==> config.mk <==
export PLATFORM = sky130hd
export DESIGN_NAME = load_store_unit
export DESIGN_NICKNAME = d
export VERILOG_FILES = /design/src/rtl/lsu_pkg.sv /design/src/rtl/lsu_load_align.sv /design/src/rtl/load_store_unit.sv
export SDC_FILE = /design/constraint.sdc
export NUM_CORES = 1
export LEC_CHECK = 0
export ABC_AREA = 0
export BUFFER_PORTS_ARGS = -buffer_cell sky130_fd_sc_hd__buf_2
export CAP_MARGIN = 20
export CORE_ASPECT_RATIO = 1.1
export CORE_MARGIN = 3
export CORE_UTILIZATION = 54
export CTS_CLUSTER_SIZE = 12
export DETAILED_ROUTE_END_ITERATION = 12
export PLACE_DENSITY = 0.79
export SLEW_MARGIN = 0
export SYNTH_ARGS = -nofsm -noshare
export SYNTH_HDL_FRONTEND = slang
export SYNTH_SLANG_ARGS = --single-unit
==> constraint.sdc <==
create_clock -name clk -period 4.98 [get_ports clk]
set_input_delay 0.996 -clock clk [delete_from_list [all_inputs] [get_ports clk]]
set_output_delay 0.996 -clock clk [all_outputs]
set_load 0.02 [all_outputs]
==> src/rtl/lsu_pkg.sv <==
// Shared types, constants and helpers for the load/store unit.
// Holds the interface widths, RISC-V funct3 encodings, the FSM state type
// and small decode helpers used by the top level and the load aligner.
package lsu_pkg;

  localparam int unsigned DM_ADDRESS = 9;           // word-address width of data memory
  localparam int unsigned DATA_W     = 32;          // data width
  localparam int unsigned ADDR_W     = 32;          // byte-address width of requests
  localparam int unsigned NB         = DATA_W / 8;  // byte lanes per word
  localparam int unsigned LM_W       = 2 * NB;      // lane mask spanning two words

  localparam logic [2:0] F3_B  = 3'b000;
  localparam logic [2:0] F3_H  = 3'b001;
  localparam logic [2:0] F3_W  = 3'b010;
  localparam logic [2:0] F3_BU = 3'b100;
  localparam logic [2:0] F3_HU = 3'b101;

  typedef enum logic [1:0] {IDLE, LO, HI, FIN} lsu_state_t;

  // Access size in bytes (1, 2 or 4) from funct3.
  function automatic logic [2:0] size_bytes(input logic [2:0] funct3);
    case (funct3[1:0])
      2'b00:   return 3'd1;
      2'b01:   return 3'd2;
      default: return 3'd4;
    endcase
  endfunction

  // Lane mask across two consecutive words: bits [NB-1:0] first word, [LM_W-1:NB] second.
  function automatic logic [LM_W-1:0] lane_mask(input logic [1:0] off, input logic [2:0] n);
    logic [LM_W-1:0] m;
    m = LM_W'((LM_W'(1) << n) - LM_W'(1));
    return m << off;
  endfunction

  // True when the access crosses a word boundary.
  function automatic logic is_split(input logic [1:0] off, input logic [2:0] n);
    return ({1'b0, off} + n) > 3'd4;
  endfunction

  // Legal funct3 encodings for loads and stores.
  function automatic logic f3_legal(input logic write, input logic [2:0] funct3);
    case (funct3)
      F3_B, F3_H, F3_W: return 1'b1;
      F3_BU, F3_HU:     return !write;
      default:          return 1'b0;
    endcase
  endfunction

endpackage

==> src/rtl/lsu_load_align.sv <==
// Load data aligner: extracts the addressed bytes from a {hi, lo} word pair
// and sign- or zero-extends them according to funct3.
// Ports: hi_word/lo_word - second/first memory word (hi is 0 when not split)
//        off             - byte offset of the access in lo_word
//        funct3          - RISC-V load funct3
//        load_data_c     - extended 32-bit load value (combinational)
module lsu_load_align
  import lsu_pkg::*;
(
  input  logic [DATA_W-1:0] hi_word,
  input  logic [DATA_W-1:0] lo_word,
  input  logic [1:0]        off,
  input  logic [2:0]        funct3,
  output logic [DATA_W-1:0] load_data_c
);

  logic [DATA_W-1:0] shifted;

  // Shift the addressed byte down to lane 0, then extend by size/sign.
  always_comb begin
    shifted = DATA_W'({hi_word, lo_word} >> {off, 3'b000});
    case (funct3)
      F3_B:    load_data_c = {{(DATA_W-8){shifted[7]}}, shifted[7:0]};
      F3_H:    load_data_c = {{(DATA_W-16){shifted[15]}}, shifted[15:0]};
      F3_W:    load_data_c = shifted;
      F3_BU:   load_data_c = {{(DATA_W-8){1'b0}}, shifted[7:0]};
      F3_HU:   load_data_c = {{(DATA_W-16){1'b0}}, shifted[15:0]};
      default: load_data_c = '0;
    endcase
  end

endmodule

==> src/rtl/load_store_unit.sv <==
// Load/store unit: initiator side of the word-organised data memory.
// Accepts byte-addressed RISC-V loads/stores over a valid/ready request,
// issues one or two word accesses (misaligned accesses are split) and
// returns extended load data with a one-cycle rsp_valid pulse.
// Ports: clk, rst (sync, active high); req_* request handshake and payload;
//        rsp_* completion pulse, load data, error; mem_* memory strobe side.
// Build option: define MISALIGN_TRAP_EN to reject word-crossing accesses
// with rsp_err instead of splitting them.
module load_store_unit
  import lsu_pkg::*;
(
  input  logic                  clk,
  input  logic                  rst,
  input  logic                  req_valid,
  output logic                  req_ready,
  input  logic                  req_write,
  input  logic [2:0]            req_funct3,
  input  logic [ADDR_W-1:0]     req_addr,
  input  logic [DATA_W-1:0]     req_wdata,
  output logic                  rsp_valid,
  output logic [DATA_W-1:0]     rsp_rdata,
  output logic                  rsp_err,
  output logic                  mem_en,
  output logic                  mem_we,
  output logic [DM_ADDRESS-1:0] mem_addr,
  output logic [NB-1:0]         mem_be,
  output logic [DATA_W-1:0]     mem_wdata,
  input  logic [DATA_W-1:0]     mem_rdata
);

  localparam int unsigned BA_W = DM_ADDRESS + 2;  // byte-address bits actually used
  localparam int unsigned DW2  = 2 * DATA_W;

  lsu_state_t        state_q, state_d;
  logic              write_q, write_d;
  logic [2:0]        funct3_q, funct3_d;
  logic [BA_W-1:0]   addr_q, addr_d;
  logic [DATA_W-1:0] wdata_q, wdata_d;
  logic              err_q, err_d;
  logic [DATA_W-1:0] lo_buf_q, lo_buf_d;
  logic              rsp_valid_q, rsp_valid_d;
  logic              rsp_err_q, rsp_err_d;
  logic [DATA_W-1:0] rsp_rdata_q, rsp_rdata_d;

  logic              acc_bad;
  logic [2:0]        size;
  logic [1:0]        off;
  logic              split;
  logic [LM_W-1:0]   be_mask;
  logic [DATA_W-1:0] dmask;
  logic [DW2-1:0]    wshift;
  logic [DATA_W-1:0] load_data;
  logic              unused_addr;

  assign unused_addr = ^req_addr[ADDR_W-1:BA_W];

  // Request rejection decided at accept time.
`ifdef MISALIGN_TRAP_EN
  assign acc_bad = !f3_legal(req_write, req_funct3) ||
                   is_split(req_addr[1:0], size_bytes(req_funct3));
`else
  assign acc_bad = !f3_legal(req_write, req_funct3);
`endif

  // Decode of the latched request: size, lanes and lane-shifted store data.
  always_comb begin
    size    = size_bytes(funct3_q);
    off     = addr_q[1:0];
    split   = is_split(off, size);
    be_mask = lane_mask(off, size);
    case (size)
      3'd1:    dmask = DATA_W'(32'h0000_00FF);
      3'd2:    dmask = DATA_W'(32'h0000_FFFF);
      default: dmask = '1;
    endcase
    wshift = DW2'(wdata_q & dmask) << {off, 3'b000};
  end

  // When split, mem_rdata in FIN holds the second word and lo_buf the first.
  lsu_load_align u_align (
    .hi_word     (split ? mem_rdata : '0),
    .lo_word     (split ? lo_buf_q : mem_rdata),
    .off         (off),
    .funct3      (funct3_q),
    .load_data_c (load_data)
  );

  // Memory strobes decoded from state; reset suppresses any in-flight access.
  always_comb begin
    mem_en    = 1'b0;
    mem_addr  = addr_q[BA_W-1:2];
    mem_be    = '0;
    mem_wdata = '0;
    case (state_q)
      LO: begin
        mem_en    = 1'b1;
        mem_be    = be_mask[NB-1:0];
        mem_wdata = wshift[DATA_W-1:0];
      end
      HI: begin
        mem_en    = 1'b1;
        mem_addr  = addr_q[BA_W-1:2] + DM_ADDRESS'(1);
        mem_be    = be_mask[LM_W-1:NB];
        mem_wdata = wshift[DW2-1:DATA_W];
      end
      default: ;
    endcase
    if (rst) mem_en = 1'b0;
    mem_we = mem_en & write_q;
  end

  // Next-state and response logic.
  always_comb begin
    state_d     = state_q;
    write_d     = write_q;
    funct3_d    = funct3_q;
    addr_d      = addr_q;
    wdata_d     = wdata_q;
    err_d       = err_q;
    lo_buf_d    = lo_buf_q;
    rsp_valid_d = 1'b0;
    rsp_err_d   = 1'b0;
    rsp_rdata_d = rsp_rdata_q;
    case (state_q)
      IDLE: begin
        if (req_valid) begin
          write_d  = req_write;
          funct3_d = req_funct3;
          addr_d   = req_addr[BA_W-1:0];
          wdata_d  = req_wdata;
          err_d    = acc_bad;
          state_d  = acc_bad ? FIN : LO;
        end
      end
      LO: state_d = split ? HI : FIN;
      HI: begin
        if (!write_q) lo_buf_d = mem_rdata;
        state_d = FIN;
      end
      FIN: begin
        rsp_valid_d = 1'b1;
        rsp_err_d   = err_q;
        rsp_rdata_d = (err_q || write_q) ? '0 : load_data;
        state_d     = IDLE;
      end
      default: state_d = IDLE;
    endcase
  end

  always_ff @(posedge clk) begin
    if (rst) begin
      state_q     <= IDLE;
      write_q     <= 1'b0;
      funct3_q    <= '0;
      addr_q      <= '0;
      wdata_q     <= '0;
      err_q       <= 1'b0;
      lo_buf_q    <= '0;
      rsp_valid_q <= 1'b0;
      rsp_err_q   <= 1'b0;
      rsp_rdata_q <= '0;
    end else begin
      state_q     <= state_d;
      write_q     <= write_d;
      funct3_q    <= funct3_d;
      addr_q      <= addr_d;
      wdata_q     <= wdata_d;
      err_q       <= err_d;
      lo_buf_q    <= lo_buf_d;
      rsp_valid_q <= rsp_valid_d;
      rsp_err_q   <= rsp_err_d;
      rsp_rdata_q <= rsp_rdata_d;
    end
  end

  assign req_ready = (state_q == IDLE);
  assign rsp_valid = rsp_valid_q;
  assign rsp_err   = rsp_err_q;
  assign rsp_rdata = rsp_rdata_q;

endmodule

==> results list, run 1 <==
- Status: complete, no violations
* Max VDD drop: 424 uV
* Worst reg-to-reg path cell count: 10
- Leading cell types in the layout, fill and taps excluded: nand2_1 (237), buf_2 (163), a21oi_1 (126)
- In the final design database the tool counted 1169 nets.
- Simple-gate area share of the yosys netlist: around 22%
- Post-Synthesis Cell Area: 7140 um2
* Util after Layout: 67.3%
- The worst pin sits at a relative slew slack of 18.2%.
- Number of logic stages on the critical path including buffering: 8
* Worst Clk Skew: 8.13 ps
- Summed over all layers, the routed wires come to 21.8 mm.
- The clock passes through at most 2 buffers.
* Net count after synthesis: 1050
* Cell type group with the largest total delay on the critical path: simple AND/OR/NAND/NOR gates
- In the synthesized netlist the dominant register cell turns out to be dfxtp_1.
- Number of vias after detailed routing: approximately 7500
* DR vias/cell: 6.10
* Share of flip-flops with an asynchronous set or reset: 0%
- The number of antenna violations at the first check in global routing was 0.
* Clk Latency, worst-skew pair: 420 ps
- Critical path class: flop to output port
- The post-route netlist has roughly 24% of its cells at a drive strength greater than 1.
- Compound-gate portion of the synthesized area: 23.9%
- DRC violations left: 0
- Max-slew violation total from the final report: 0
* Xor and xnor fraction of the mapped netlist area: 1.23%
- Counting flops with a built-in enable in the synthesized netlist gives 0.
- Final Hold Vio Count: 0
- Post-synthesis cell count: ~940
* Summed negative setup slack over all endpoints: 0 ps
- STA classifies the critical path endpoint as an output port.
- The number of setup buffers added after CTS is 0.
* Pwr/cell area: 487 nW/um2
- Type of the tightest min-delay check: flop to flop
- After floorplanning, the core was divided into 43 placement rows.
- Largest stage delay on the critical path: 670 ps
* Max Clk Rate: ~230 MHz
- In this run, the number of DRC markers left after iteration 0 of detailed routing was 849.
- The number of hold buffers added after CTS was 0.
- Avg Inst Size Synth: ~7.6 um2
- Input and output buffers added on the ports amount to ~160.
- Average routed wire per standard cell: 17.8 um
* TritonCTS clock tree: done
* Routability congestion estimate from global placement: 0.917
* Worst slew pin tran: 1220 ps
- After filler insertion, the fill cell instance count of the layout stands at 1142.
- Area added between synthesis and finish: 20.2%
- Biggest fanout along the worst timing path: 15
- Count of maximum capacitance violations: 0
- DRT Pass-1 Iters: 7
- By area, the combinational part of the netlist is dominated by compound AO/OA/AOI/OAI gates.
- The library cell used most frequently in the layout, excluding fill and tap cells, is nand2_1.
* Area of the core region: 12800 um2
- Root Buffer: clkbuf_16
- Sinks on Clock Net: around 120
- Number of warnings printed during yosys synthesis: 0
- The repair_antennas step left the layout with diodes totalling 0.
* Leakage power summed over all cells: 3.44 nW
* Cell depth of the worst min-delay path: 2
- The netlist uses 55 different library cells.
- The first global-routing pass estimated 35.1 mm of wire.
- Adder-cell share of the synthesized area: 1.75%
* Height of the die: 127 um
- The number of global-route vias before repair came to 6972.
* Gr ovfl total: 0
- STA classifies the critical path startpoint as a flop.
- For the worst setup path, the data required time is approximately 4000 ps.
- Final hold analysis gives a worst-case slack of 454 ps.
- Setup violations remaining at the end of the flow were counted as 0.
- Data on the critical path arrives at its endpoint at 3340 ps.
- The signal on the critical path passes through nand2b_1 -> inv_1 -> ha_1 -> nor2_1 -> a22o_1 -> nand2_1 -> a21boi_0 -> buf_2.
* Fraction of the cycle the final worst path needs: between 80 and 90%
* Total die area: 14600 um2
- Multiplexer fraction of the synthesized cell area: 13.7%
- The number of buffers and inverters on the critical path is 2.
- Post-route total power: 0.00418 W
* Period minus WS final: roughly 4300 ps
* Antenna viol nets, final: 0
- Cell with the largest stage delay on the worst path: nor2_1
- TritonCTS Buffers: 17
* H-tree depth reported by CTS: 4
* Number of top-level pins: 185
- After synthesis the netlist holds a flip-flop and latch count of 116.
- Width of the die: approximately 120 um
- For this run, the register share of the synthesized area comes to 32.5%.
- Setup repair after global routing left no endpoint under its margin.
- Effective utilization at floorplan: 56.0%
- Worst-path clk slew: 60 ps
* Detailed placer's ending HPWL: 14.8 mm
- In the global route stage, overall resource usage came out at 29.9%.
- Entering global routing, the biggest net connects 70 pins.
- After clock tree synthesis, the repair step resized 0 gates.
[logic make-up (layout without fill, tap and decap cells)]
logic type               count (synthesis)  count (layout)
flip-flops                             116             116
multiplexers                            77              77
AO/OA/AOI/OAI                          268             268
adder cells (fa/ha/maj)                 10              10
XOR/XNOR                                10              10
buffers and inverters                   85             217
AND/OR/NAND/NOR                        371             371
[state kept, by name (all words and copies together) (netlist names), 2 cells and up]
signal     cells
state_q        2
funct3_q       3
rsp_rdata     32
wdata_q       32
addr_q        11
lo_buf_q      32
[where the power goes]
part           switching (W)  total, W  internal [W]
clock               0.000431   0.00126      0.000827
sequential          0.000161   0.00125       0.00109
combinational        0.00107   0.00167      0.000603
[final timing paths]
kind	slack [ps]	startpoint	to
min	450	lo_buf_q[5]$_SDFFE_PP0P_	lo_buf_q[5]$_SDFFE_PP0P_
max reg2reg	770	funct3_q[0]$_SDFFE_PP0P_	rsp_rdata[24]$_SDFFE_PP0P_
min reg2reg	450	lo_buf_q[5]$_SDFFE_PP0P_	lo_buf_q[5]$_SDFFE_PP0P_
max	640	funct3_q[1]$_SDFFE_PP0P_	mem_wdata[19]
[synth_stat cells, drive strengths merged (2+ instances only)]
master	count	area share (%)
nand2	237	12
a21oi	126	8.8
dfxtp	116	33
nor2	57	3.0
clkbuf	53	2.8
mux2i	37	5.2
mux2	26	4.1
o21ai	26	1.8
buf	24	1.5
nor2b	20	1.8
a22oi	17	1.8
a211oi	16	1.9
a31oi	16	1.4
mux4	14	4.4
o211ai	14	1.5
and2	12	1.1
a22o	11	1.3
ha	10	1.8
nand3	10	0.70
nand2b	9	0.79
inv	8	0.42
a221oi	7	0.95
nor3	7	0.49
o2bb2ai	6	0.74
xnor2	6	0.74
a222oi	5	0.70
and3	5	0.44
a21boi	4	0.42
a21o	4	0.42
nand4	4	0.35
o221a	4	0.63
xor2	4	0.49
a2bb2oi	2	0.25
a32oi	2	0.25
nor4	2	0.26
o211a	2	0.28
o22ai	2	0.18
o32ai	2	0.25
[stage by stage]
step / instance area [um2] / setup slack (ps) / std cells
2_1_floorplan: 7140 / 1520 / 937
3_3_place_gp: 7940 / 769 / 1191
3_5_place_dp: 7950 / 917 / 1192
4_1_cts: 8570 / 748 / 1224
5_1_grt: 8580 / 419 / 1226
6_report: 8580 / 639 / 1226
[cell type report]
type / instances / area [um2] / area share (%)
multi-input combinational: 736 / 4480 / 52.3
sequential: 116 / 2330 / 27.1
timing repair buffer: 177 / 926 / 10.8
inverter: 8 / 30.0 / 0.350
clock inverter: 7 / 92.6 / 1.08
tap: 157 / 196 / 2.29
clock buffer: 25 / 526 / 6.12
[worst min-delay path, cell delays in order (launching register included)]
cell and delay [ps]:
dfxtp_1 310, nand2_1 50, a21oi_1 50
[metal layers]
layer / vias to the layer above / GRT usage (%) / part of all wire [%]
li1: 3566 / - / -
met1: 3480 / 39.9 / 41
met2: 379 / 46.0 / 46
met3: 53 / 9.35 / 10
met4: 0 / 10.3 / 2.7
met5: - / 0 / 0
No activity file was read; power rests on OpenSTA's default activity.
==> inputs of run 2 (changes only) <==
CORE_MARGIN = 1.5   (was 3)
==> results list, run 2 (synthesized netlist as in run 1, its figures left out) <==
- The flow ran to the end, and the final reports show no timing, DRC or antenna violations.
- Once the clock tree was built, the setup fixing pass inserted 0 buffers.
- Count of input and output buffers: 163
- The detail route stage leaves a number of antenna-violating nets equal to 0.
- RSZ-0062 raised after global routing: no
- Post-CTS Resized: 0
- Net switching is 38.7% of the power.
- DRC violations left: 0
- The initialized floorplan defines 43 standard-cell rows.
- The worst hold path begins at lo_buf_q[7]$_SDFFE_PP0P_.
- Clock skew on the completed layout was measured at 6.07 ps.
- The worst path in the final design needs a cycle of between 4000 and 5000 ps, including I/O delays and setup.
- At the end of routability-driven placement, the weighted congestion stood at 0.936.
- Area added between synthesis and finish: 20.8%
- The library cell used most frequently in the layout, excluding fill and tap cells, is nand2_1.
- In this run the static leakage power is roughly 3.5 nW.
- Worst-case hold path end point: lo_buf_q[7]$_SDFFE_PP0P_
- Capture point of the worst reg-to-reg path: rsp_rdata[19]$_SDFFE_PP0P_
* Nature of the critical path endpoint: output port
* Biggest fanout along the worst timing path: 15
* Detailed placer's ending HPWL: 14.7 mm
- Measured in cells, the most critical reg-to-reg path has a length of 10.
- The max-slew violation total from the final report was 0.
- Effective utilization at floorplan: 56.0%
- Counting along the longest clock path gives a buffer depth of 2.
- Register-to-register setup slack: 910 ps
- Total die area: 13900 um2
- Count of nets after finishing: 1170
* Number of global-route vias before repair: 6724
* Element type at the critical path start: flop
* Pin count of the biggest net entering global routing: 70
- First-pass GRT wire length: 33.7 mm
* Arrival @ worst endpoint: around 3400 ps
- The first routing iteration left 829 violations.
- H-tree depth reported by CTS: 4
- Fraction of power consumed by sequential logic: 29.4%
* Leading cell types in the layout, fill and taps excluded: nand2_1 (237), buf_2 (163), a21oi_1 (126)
- Counting the fill cells in the layout gives between 1000 and 1500.
- DR vias/cell: 6.08
* Gr ovfl total: 0
- Width of the die: 113 um
* Overall Global Routing Usage: a little under a third
- Based on the critical path, the design can be clocked at up to around 230 MHz.
- Cell depth of the worst min-delay path: 2
- Share of post-route cells with drive strength above 1: 24.3%
* Clk Latency, worst-skew pair: roughly 420 ps
- Detailed routing inserted a total of 7466 vias.
- In this run the worst hold path is classified as flop to flop.
- The internal power of the cells totals 0.00262 W.
* TritonCTS clock tree: done
- Util after Layout: 67.6%
* Number of top-level pins: approximately 190
- Number of antenna violations at the first check in global routing: 0
- The die is approximately 120 um tall.
- The root buffer cell chosen for the clock tree is clkbuf_16.
* Fraction of the cycle the final worst path needs: between 80% and 90%
- In this run, the combinational gates consume 39.0% of the power.
* Critical path class: flop to output port
- Data required time at the worst endpoint: between 3000 and 4000 ps
- For the final routed database, the setup TNS stands at 0 ps.
* Worst slew pin tran: 1120 ps
- Pwr/cell area: 495 nW/um2
- Clock network power share: 31.6%
- Max VDD drop: roughly 400 uV
* CTS Hold Buffers Added: 0
- Total length of routed wires: 21.5 mm
- Post-route total power: 0.00427 W
- The startpoint identified for the worst register-to-register timing path is funct3_q[0]$_SDFFE_PP0P_.
- Counting the buffers created by CTS gives 17.
- In the final routed layout, each cell accounts on average for 17.5 um.
- Clock-pin slew was measured on the worst setup and hold paths at 50 ps.
* Worst max-slew margin expressed relative to the limit: 24.5%
- Setup violation total in the final timing report: 0
- The count of endpoints failing hold in the final timing report came to 0.
- Net Sw Power: 0.00165 W
- Count of maximum capacitance violations: 0
- The core region is 12800 um2.
* DRT Pass-1 Iters: 6
- Sinks on Clock Net: around 120
==> run 2: critical path, stage by stage, from the launching register on <==
cell and delay [ps]:
dfxtp_1 530, nand2b_1 300, inv_1 100, ha_1 490, nor2_1 690, a22o_1 280
a22o_1 150, a22oi_1 70, nor2b_1 210, buf_2 200
==> run 2: cell type report <==
class                   count  area [um2]  share of cell area [%]
well taps                 157         196                    2.28
multi-input cells         736        4480                    52.0
inverters                   8        30.0                   0.348
clock buffers              23         478                    5.54
repair buffers            178         933                    10.8
clock inverters             9         174                    2.02
diodes                      1        2.50                  0.0290
flip-flops and latches    116        2330                    27.0
==> run 2: stage by stage <==
step	hold WS, ps	area [um2]	worst slack (ps)	cells
after floorplan	433	7140	1520	937
after global placement	439	7950	1010	1193
after detailed placement	448	7950	991	1193
after CTS	455	8600	664	1225
after global routing	472	8620	406	1227
final	454	8630	542	1228
==> run 2: worst max path at each step <==
stage / from / slack [ps] / to
final: funct3_q[1]$_SDFFE_PP0P_ / 540 / mem_wdata[18]
after global routing: funct3_q[1]$_SDFFE_PP0P_ / 410 / mem_wdata[20]
after detailed placement: funct3_q[0]$_SDFFE_PP0P_ / 990 / rsp_rdata[17]$_SDFFE_PP0P_
after global placement: funct3_q[0]$_SDFFE_PP0P_ / 1010 / rsp_rdata[18]$_SDFFE_PP0P_
after CTS: funct3_q[1]$_SDFFE_PP0P_ / 660 / mem_wdata[20]
after floorplan: addr_q[1]$_SDFFE_PP0P_ / 1520 / rsp_rdata[22]$_SDFFE_PP0P_
==> run 2: power groups by stage <==
stage               sequential (W)  clock (W)  combinational (W)
floorplan                  0.00121          0            0.00125
global placement           0.00126          0            0.00160
detailed placement         0.00126          0            0.00163
CTS                        0.00125    0.00135            0.00164
global route               0.00127    0.00140            0.00181
finish                     0.00125    0.00135            0.00166
==> run 2: layer usage <==
layer  GRT usage [%]  wire [um]
met1            41.3       9140
met2            47.8       9810
met3            7.45       2110
met4            13.0        490
met5               0          0
==> inputs of run 3 (changes only) <==
BUFFER_PORTS_ARGS = -buffer_cell sky130_fd_sc_hd__clkbuf_2   (was -buffer_cell sky130_fd_sc_hd__buf_2)
==> results list, run 3 (synthesized netlist as in run 1, its figures left out) <==
- Pwr/cell area: 482 nW/um2
* Detailed placer's ending HPWL: 14.8 mm
- At the worst endpoint, the arrival time is 3430 ps.
* Maximum buffer depth of the clock tree: 2
- TritonCTS clock tree: done
- Width of the die: ~110 um
* Total length of routed wires: 21.8 mm
* Post-CTS Resized: 0
- Clock latency on the worst-skew pair, taken at its later pin, is between 400 and 500 ps.
* Height of the die: 124 um
- The tree built by TritonCTS fans out to 116 sinks.
- Diodes inserted: 0
* Drt initial violations: 897
* Number of global-route vias before repair: roughly 6600
- In the final layout, the share of cells above drive strength 1 is 24.2%.
- RSZ-0062 raised after global routing: no
* DR vias/cell: 6.08
* Max Clk Rate: about 230 MHz
- First-pass GRT wire length: 33.9 mm
- DRT Pass-1 Iters: 6
* Routability congestion estimate from global placement: 0.963
* Net Sw Power: 0.00166 W
- Number of top-level pins: between 150 and 200
* Worst max-slew margin expressed relative to the limit: around a quarter
- For this run, design rule violations remaining after detail routing come to 0.
* Final Hold Vio Count: 0
- Period minus WS final: 4430 ps
* Worst hold margin: 456 ps
- In the layout the commonest cells are nand2_1 (237), clkbuf_2 (163), a21oi_1 (126).
- The run finished with clean final reports.
- From synthesis to final layout, the design area changed by 19.5%.
- The share of total power dissipated in combinational logic is 40.3%.
- Across the run, the number of max-cap violations was 0.
- The clock network accounts for 29.1% of the total power.
* Total internal power: about 0.0025 W
* Number of vias after detailed routing: 7440
- Fraction of power consumed by sequential logic: 30.6%
- Pin count of the biggest net entering global routing: 70
- Across every metal layer, demand over resource in global routing totals 31.1%.
* Count of nets after finishing: 1168
- Worst slew pin tran: ~1100 ps
- Worst Clk Skew: approximately 11 ps
* Max-slew violation total from the final report: 0
* Summed negative setup slack over all endpoints: 0 ps
- The region available for standard cell placement spans 12800 um2.
* Root Buffer: clkbuf_16
- Data on the critical path is required at its endpoint by 3980 ps.
- The floorplan step defined a die boundary enclosing 13900 um2.
- Buffers inserted during post-CTS setup optimization: 0
- Max VDD drop: ~350 uV
* Effective utilization at floorplan: 56.0%
- Number of antenna violations at the first check in global routing: 0
* TritonCTS Buffers: 17
- CTS Hold Buffers Added: 0
* Setup violation total in the final timing report: 0
- Gr ovfl total: 0
- Summed over all cells, the static leakage comes to between 3 and 4 nW.
- Leaving out fill and tap cells, the most frequent cell in the layout is nand2_1.
- In the finished design, the share of the clock period the worst path needs comes to 88.9%.
* Switch share: 40.4%
- STA classifies the critical path endpoint as an output port.
- Along the worst path, the maximum fanout reaches 15.
* Critical path class: flop to output port
- Clock-pin slew was measured on the worst setup and hold paths at approximately 60 ps.
- Count of standard-cell rows: 43
* Antenna viol nets, final: 0
- H-tree depth reported by CTS: 4
- Count of input and output buffers: roughly 160
- Type of the tightest min-delay check: flop to flop
* Average routed wire per standard cell: 17.8 um
* Element type at the critical path start: flop
==> run 3: cell types whose count changed in the layout (fill, tap and decap cells not counted) <==
cell,change
buf_2,-162
clkinvlp_4,+4
buf_8,-1
clkbuf_2,+162
clkinv_4,-1
bufinv_16,-3
diode_2,-1
clkbuf_1,-1
buf_6,+1
buf_4,-2
==> run 3: final timing paths <==
path,from,endpoint,slack (ps),cells after the start
setup / recovery,funct3_q[1]$_SDFFE_PP0P_,mem_wdata[18],550,9
hold / removal,lo_buf_q[2]$_SDFFE_PP0P_,lo_buf_q[2]$_SDFFE_PP0P_,460,2
setup reg to reg,funct3_q[0]$_SDFFE_PP0P_,rsp_rdata[25]$_SDFFE_PP0P_,750,10
hold reg to reg,lo_buf_q[2]$_SDFFE_PP0P_,lo_buf_q[2]$_SDFFE_PP0P_,460,2
==> run 3: metrics by stage <==
step / instances / total power [W] / cell area [um2] / util [%] / worst slack [ps]
CTS: 1223 / 0.00409 / 8530 / 66.9 / 643
global route: 1224 / 0.00432 / 8530 / 66.9 / 414
finish: 1224 / 0.00411 / 8530 / 66.9 / 555
detailed placement: 1192 / 0.00290 / 7950 / 62.3 / 882
global placement: 1191 / 0.00286 / 7940 / 62.2 / 746
floorplan: 937 / 0.00246 / 7140 / - / 1520
==> run 3: metal layers <==
| layer | GRT usage, % | share of wire, % | vias up |
|---|---|---|---|
| li1 | - | - | 3562 |
| met1 | 41.8 | 43 | 3447 |
| met2 | 48.7 | 46 | 366 |
| met3 | 7.15 | 8.9 | 65 |
| met4 | 12.3 | 3.0 | 0 |
| met5 | 0 | 0 | - |
==> run 3: area by class of cell <==
class / count / area (um2)
clock buffers: 22 / 474
clock inverters: 9 / 105
fillers: 1153 / 4220
inverters: 8 / 30.0
multi-input cells: 736 / 4480
flip-flops and latches: 116 / 2330
well taps: 157 / 196
repair buffers: 176 / 915
==> run 3: power by group through the flow <==
| stage | combinational, W | sequential, W | clock (W) |
|---|---|---|---|
| 3_3_place_gp | 0.00160 | 0.00126 | 0 |
| 2_1_floorplan | 0.00125 | 0.00121 | 0 |
| 6_report | 0.00166 | 0.00126 | 0.00120 |
| 3_5_place_dp | 0.00163 | 0.00127 | 0 |
| 4_1_cts | 0.00164 | 0.00125 | 0.00120 |
| 5_1_grt | 0.00181 | 0.00128 | 0.00124 |
==> run 3: worst max-delay path, cell delays in order, from the launching register on <==
cell,delay (ps)
dfxtp_1,540
nand2b_1,300
inv_1,110
ha_1,490
nor2_1,660
a22o_1,290
a22o_1,150
a22oi_1,60
nor2b_1,190
clkbuf_2,200
